**src/rtl/mario_sprite_compositor.sv**
```systemverilog
// Sprite address generator and colour compositor sitting between the VGA
// scan counters and the Mario / platform-block sprite ROMs. Addresses are
// combinational from the scan position; the hit flags and pixel-valid are
// delayed one cycle to line up with the ROM read latency, then the final
// colour is chosen (chroma key, layer priority) into a registered output.
module mario_sprite_compositor #(
  parameter logic [9:0]  MARIO_X0    = 10'd100,
  parameter logic [9:0]  MARIO_Y0    = 10'd400,
  parameter logic [9:0]  PLATFORM_Y  = 10'd416,
  parameter logic [23:0] TRANSPARENT = 24'hFF00FF,
  parameter logic [23:0] SKY         = 24'h5C94FC
) (
  input  logic        Clk,
  input  logic        Reset,
  input  logic [9:0]  DrawX,
  input  logic [9:0]  DrawY,
  input  logic        pixel_valid,
  input  logic        frame_start,
  input  logic [9:0]  MarioX,
  input  logic [9:0]  MarioY,
  input  logic        mario_left,
  output logic [7:0]  mario_addr,
  input  logic [23:0] mario_data,
  output logic [7:0]  block_addr,
  input  logic [23:0] block_data,
  output logic [7:0]  Red,
  output logic [7:0]  Green,
  output logic [7:0]  Blue,
  output logic        pixel_out_valid
);

  // Returns {valid, rgb}: blanking beats Mario, Mario beats the block, and
  // a chroma-keyed texel falls through to the next layer down.
  function automatic logic [24:0] pick_colour(
    input logic        vld,
    input logic        m_hit,
    input logic        b_hit,
    input logic [23:0] m_texel,
    input logic [23:0] b_texel
  );
    if (!vld)
      pick_colour = 25'd0;
    else if (m_hit && (m_texel != TRANSPARENT))
      pick_colour = {1'b1, m_texel};
    else if (b_hit && (b_texel != TRANSPARENT))
      pick_colour = {1'b1, b_texel};
    else
      pick_colour = {1'b1, SKY};
  endfunction

  logic [9:0]  lx_q, lx_d, ly_q, ly_d;
  logic        ll_q, ll_d;
  logic        m_hit_d, b_hit_d, vld_d;
  logic        m_hit_q, b_hit_q, vld_q;
  logic [10:0] lx_end, ly_end, py_end;
  logic [3:0]  dx_lo, dy_lo, by_lo, col;
  logic [23:0] rgb_d, rgb_q;
  logic        pov_d, pov_q;

  // Position latch: only updated at frame start so a frame never tears.
  always_comb begin
    lx_d = lx_q;
    ly_d = ly_q;
    ll_d = ll_q;
    if (frame_start) begin
      lx_d = MarioX;
      ly_d = MarioY;
      ll_d = mario_left;
    end
  end

  // Latch registers; reset wins over a coincident frame_start.
  always_ff @(posedge Clk) begin
    if (Reset) begin
      lx_q <= MARIO_X0;
      ly_q <= MARIO_Y0;
      ll_q <= 1'b0;
    end else begin
      lx_q <= lx_d;
      ly_q <= ly_d;
      ll_q <= ll_d;
    end
  end

  // Stage A: hit tests and ROM addresses from the scan position.
  // Bounds are widened to 11 bits so a sprite near column/row 1023 cannot
  // wrap around and hit near 0. Only the low nibble of each difference
  // reaches the address, so the subtractions are done at 4 bits.
  always_comb begin
    lx_end  = {1'b0, lx_q} + 11'd16;
    ly_end  = {1'b0, ly_q} + 11'd16;
    py_end  = {1'b0, PLATFORM_Y} + 11'd16;
    m_hit_d = (DrawX >= lx_q) && ({1'b0, DrawX} < lx_end) &&
              (DrawY >= ly_q) && ({1'b0, DrawY} < ly_end);
    b_hit_d = (DrawY >= PLATFORM_Y) && ({1'b0, DrawY} < py_end);
    vld_d   = pixel_valid;
    dx_lo   = DrawX[3:0] - lx_q[3:0];
    dy_lo   = DrawY[3:0] - ly_q[3:0];
    by_lo   = DrawY[3:0] - PLATFORM_Y[3:0];
    col     = ll_q ? (4'd15 - dx_lo) : dx_lo;
    mario_addr = m_hit_d ? {dy_lo, col} : 8'd0;
    block_addr = b_hit_d ? {by_lo, DrawX[3:0]} : 8'd0;
  end

  // Stage B: hold the hit flags while the ROMs produce their texels.
  always_ff @(posedge Clk) begin
    if (Reset) begin
      m_hit_q <= 1'b0;
      b_hit_q <= 1'b0;
      vld_q   <= 1'b0;
    end else begin
      m_hit_q <= m_hit_d;
      b_hit_q <= b_hit_d;
      vld_q   <= vld_d;
    end
  end

  // Stage C colour selection against the now-valid ROM data.
  always_comb begin
    {pov_d, rgb_d} = pick_colour(vld_q, m_hit_q, b_hit_q, mario_data, block_data);
  end

  // Stage C: registered colour to the VGA output.
  always_ff @(posedge Clk) begin
    if (Reset) begin
      rgb_q <= 24'd0;
      pov_q <= 1'b0;
    end else begin
      rgb_q <= rgb_d;
      pov_q <= pov_d;
    end
  end

  assign Red             = rgb_q[23:16];
  assign Green           = rgb_q[15:8];
  assign Blue            = rgb_q[7:0];
  assign pixel_out_valid = pov_q;

endmodule

```
**config.mk**
```make
export PLATFORM = sky130hd
export DESIGN_NAME = mario_sprite_compositor
export DESIGN_NICKNAME = d
export VERILOG_FILES = /design/src/rtl/mario_sprite_compositor.sv
export SDC_FILE = /design/constraint.sdc
export NUM_CORES = 1
export LEC_CHECK = 0
export ABC_CLOCK_PERIOD_IN_PS = 5900
export CAP_MARGIN = 20
export CELL_PAD_IN_SITES_DETAIL_PLACEMENT = 1
export CELL_PAD_IN_SITES_GLOBAL_PLACEMENT = 2
export CORE_ASPECT_RATIO = 2
export CORE_MARGIN = 2
export CORE_UTILIZATION = 25
export CTS_CLUSTER_SIZE = 14
export DETAILED_ROUTE_END_ITERATION = 7
export GPL_ROUTABILITY_DRIVEN = 0
export GPL_TIMING_DRIVEN = 0
export PLACE_DENSITY = 0.9
export SYNTH_ARGS = -nofsm -noshare
export SYNTH_HDL_FRONTEND = slang
export SYNTH_SLANG_ARGS = --single-unit
```
**constraint.sdc**
```tcl
create_clock -name Clk -period 5.9 [get_ports Clk]
set_input_delay 0.885 -clock Clk [delete_from_list [all_inputs] [get_ports Clk]]
set_output_delay 0.885 -clock Clk [all_outputs]
set_load 0.03 [all_outputs]
```
== Yosys cells after proc, flatten, opt, wreduce, memory -nomap -nowiden ==
Cells that the tools add are included.
Word-level totals
  bits of input ports: 93
  output and inout port bits: 41
  word-level logic and storage cells: 34
  register bits: 49
Cells by class
  reduce and logical (&&, ||, !) cells: 7
  $add $sub $neg: 5
  equal/unequal tests: 2
  bitwise operators: 1
  mux-type cells: 5
  magnitude comparators: 6
Operators with widths (number)
  24-bit two-way mux: 2
  24-bit inequality test, second input constant: 2
  10-bit by 5-bit adder with 11-bit output, second input constant: 2
  10-bit by 11-bit less-than comparator with 1-bit output: 2
  10-bit greater-or-equal comparator: 2
  8-bit two-way mux: 2
  10-bit by 9-bit greater-or-equal comparator with 1-bit output, second input constant: 1
  10-bit by 9-bit less-than comparator with 1-bit output, second input constant: 1
  4-bit subtractor: 2
  1-bit logical AND: 6
  4-bit two-way mux: 1
  4-bit subtractor, first input constant: 1
  2-bit OR reduction: 1
  1-bit inverter: 1

== Logic depth before layout (Yosys ltp) ==
  depth after elaboration: 6
  mapped depth: 10
  gate-level depth less buffers: 10

== Worst setup path after synthesis ==
Ideal clock, no wire load.
  path kind: input port to output port
  start: input DrawY[0]
  end: output mario_addr[3]
  required time: 5.015 ns
  arrival: 2.582 ns
  cell stages on the path: 10
  path buffers: 0
  slack: 2.433 ns
  path through: inv_1 -> ha_1 -> inv_1 -> fa_1 -> a21oi_1 -> o21ai_0 -> nand3_1 -> a32oi_1 -> o2111ai_1 -> nor2b_1
On the way
  longest elaborated chain between the ends: 4
  elaborated cells between the ends (all ways): 5
  those cells by class: order compare (2); mux (1); reduce/logical (2)
Ends and longest elaborated chain
  start: declaration: line 16  | input logic [9:0] DrawY,
  10-bit greater-or-equal comparator: line 94  | (DrawY >= ly_q) && ({1'b0, DrawY} < ly_end);
  1-bit logical AND: line 93  | m_hit_d = (DrawX >= lx_q) && ({1'b0, DrawX} < lx_end) &&
  1-bit logical AND *: line 94
  8-bit two-way mux *: line 101  | mario_addr = m_hit_d ? {dy_lo, col} : 8'd0;
  end: declaration: line 22  | output logic [7:0] mario_addr,
Mark *: on every way between the ends. The rest lies on a longest branch, timed or not.

== Worst setup path in the final report ==
  start: input DrawX[0]
  end: output mario_addr[3]
On the way
  longest elaborated chain between the ends: 5
  elaborated cells between the ends (all ways): 9
  those cells by class: add/sub (2); order compare (2); mux (2); reduce/logical (3)
Ends and longest elaborated chain
  start: declaration: line 15  | input logic [9:0] DrawX,
  branches (longest 4 deep; another with 4-bit subtractor)
  8-bit two-way mux *: line 101
Mark *: on every way between the ends.

==> impl_metrics.ini <==
[setup_path]
cp.arrival_ps = 3910
crit_start = DrawX[0]
setup.worst_path.start_class = primary input
required_ps = 5020
critPathMaxFanout = 9
endpoint_kind = primary output
crit_type = in -> out
r2r_start = lx_q[4]

[routing]
vias = 2992
dr.first_iter.drc_count = 56
totalWireLength_mm = 11.1
viasPerCell = 4.87
ant_nets = 0
drc_errors = 0
wl_per_cell_um = 18.1
drtPass1Iterations = 4

[clock_network]
clock_path_buffers = 2
ctsRootBufferMaster = clkbuf_16
post_cts.repair.setup_buffers = 0
cts_resized = 0
cts_tree = done
htree_levels = 2
clk_pin_slew_ps = 70
clk-insertion-delay-late_ps = 290
cts_buffers = 5
cts_hold_buf = 0
clock_sinks = 49

[placed_design]
dp_slack_ps = 1080
dp_hpwl_mm = 9.47
port_buffers = 131

[sta]
period_share_pct = 81.2
timing.fmax_mhz = 209
drv_slew = 0
setup_ws_ps = 1110
worst_slew_pin_slew_ps = 897
final_hold_viol_count = 0
clock_skew_ps = 8.29
hold_ws_ps = 502
finalSetupViolCount = 0
final.setup.tns_ps = 0
max_slew_margin_pct = 40.2
period_needed_ps = 4790
rsz0062_at_grt = no

[floorplan]
die-area_um2 = 12700
die_x_um = 80.8
rows = 56
coreArea_um2 = 11600
start_util_pct = 25.3
num_io_pins = 134
die_y_um = 158

[yosys]
syn-cell-area_um2 = 2950
ys_top_cells_by_area = dfxtp_1, ha_1, mux2i_1
synth_edf_count = 0
synth_top_area_cell = dfxtp_1
yosysSeqAreaShare_pct = 33.3
synthArstFlopShare_pct = 0
syn_area_per_cell_um2 = 8.96
synth_top_area_share_pct = 33.3
yosysMostFrequentCell = dfxtp_1
ys_top_cells_by_count = dfxtp_1, ha_1, inv_1
ys_warn_count = 0
synth.distinct_cells = 40
syn-num-nets = 458
syn_inst = 329
ys.flop_type = dfxtp_1
synth-seq-cells = 49

[power]
power_mw = 0.927
powerDensity_nw_per_um2 = 201
p_leak_nw = 1.83
peakVddDrop_v = 0.000133

[global_route]
grt_pass1_vias = 3346
grt_usage_pct = 17.5
grt_pass1_wl_mm = 16.6
antenna_found_initial = 0
overflow = 0
grt_max_degree = 15

[status]
status = complete, no violations

[run]
drv_cap = 0

[final_layout]
drive_gt1_share_pct = 5.76
final_nets = 597
area_growth_pct = 56.7
antenna_cells = 0

[worst_hold_path]
hp-start = lx_q[8]
hold_class = reg -> reg
==> final timing paths <==
path,to,slack [ps],cells past startpoint
setup / recovery,mario_addr[3],1110,12
hold / removal,lx_q[8],500,2
setup reg to reg,m_hit_q,3320,9
hold reg to reg,lx_q[8],500,2
==> cells in the final DEF, fill, tap and decap left out, drive strengths merged, types with 4 or more instances in the layout <==
cell type      netlist  routed
and3                 4       4
nand4                9       9
nand2               18      18
nand3               24      24
inv                 28      28
clkdlybuf4s50        0     131
and2                 9       9
o21ai               15      15
buf                  5       6
nor2b                5       5
ha                  34      34
o221a               13      13
o211ai               6       6
dfxtp               49      49
nand4b               4       4
a21o                 5       5
clkbuf               8      15
a21oi               15      15
nor2                26      26
mux2i               15      15
nor4b                4       4
xnor2               14      14
==> through the flow <==
stage	utilization, %	instance area (um^2)	cells
floorplan	-	2950	329
CTS	39.7	4620	614
finish	39.7	4620	614
detailed placement	38.2	4450	606
global placement	38.2	4440	605
global route	39.7	4620	614
==> power by group <==
group          leakage (nW)  switching (mW)  internal [mW]
Combinational          1.34           0.112          0.123
Clock                0.0841           0.126          0.212
Sequential            0.402         0.00899          0.345
Total                  1.83           0.247          0.680
==> critical path, cell delays in order <==
cell and delay (ps):
clkdlybuf4s50_1 480, inv_1 50, ha_1 210, inv_1 70, fa_1 190, a21oi_1 60, o21ai_0 220, nand3_1 110
a32oi_1 160, o2111ai_1 460, nor2b_1 290, clkdlybuf4s50_1 710
==> logic make-up after synthesis <==
| kind of cell | count (synthesis) | share of synthesized area [%] |
|---|---|---|
| AOI/OAI and AO/OA | 62 | 15.8 |
| xor gates and xnor gates | 16 | 4.75 |
| adders and majority gates | 36 | 15.8 |
| buffers and inverters | 41 | 5.43 |
| DFF | 49 | 33.3 |
| muxes | 15 | 5.09 |
| and+or+nand+nor | 110 | 19.9 |
==> registers in the layout, summed over array words and instances (netlist names) <==
| name | flops |
|---|---|
| vld_q | 1 |
| b_hit_q | 1 |
| ll_q | 1 |
| lx_q | 10 |
| m_hit_q | 1 |
| pixel_out_valid | 1 |
| rgb_q | 24 |
| ly_q | 10 |
==> cell type report <==
type / count / area [um^2]
fill: 1376 / 7010
multi-input combinational: 239 / 1810
timing repair buffer: 132 / 1320
sequential: 49 / 981
tap: 145 / 181
clock buffer: 7 / 143
inverter: 28 / 105
buffer: 13 / 55.1
clock inverter: 1 / 30.0
==> per-layer routing <==
layer | GRT usage (%) | wire, um | vias up
met5 | 0 | 0 | -
met4 | 8.88 | 394 | 0
met3 | 3.21 | 680 | 24
met2 | 37.9 | 6590 | 128
met1 | 13.5 | 3430 | 1382
li1 | - | - | 1458
Power figures use the tool's default switching activity.
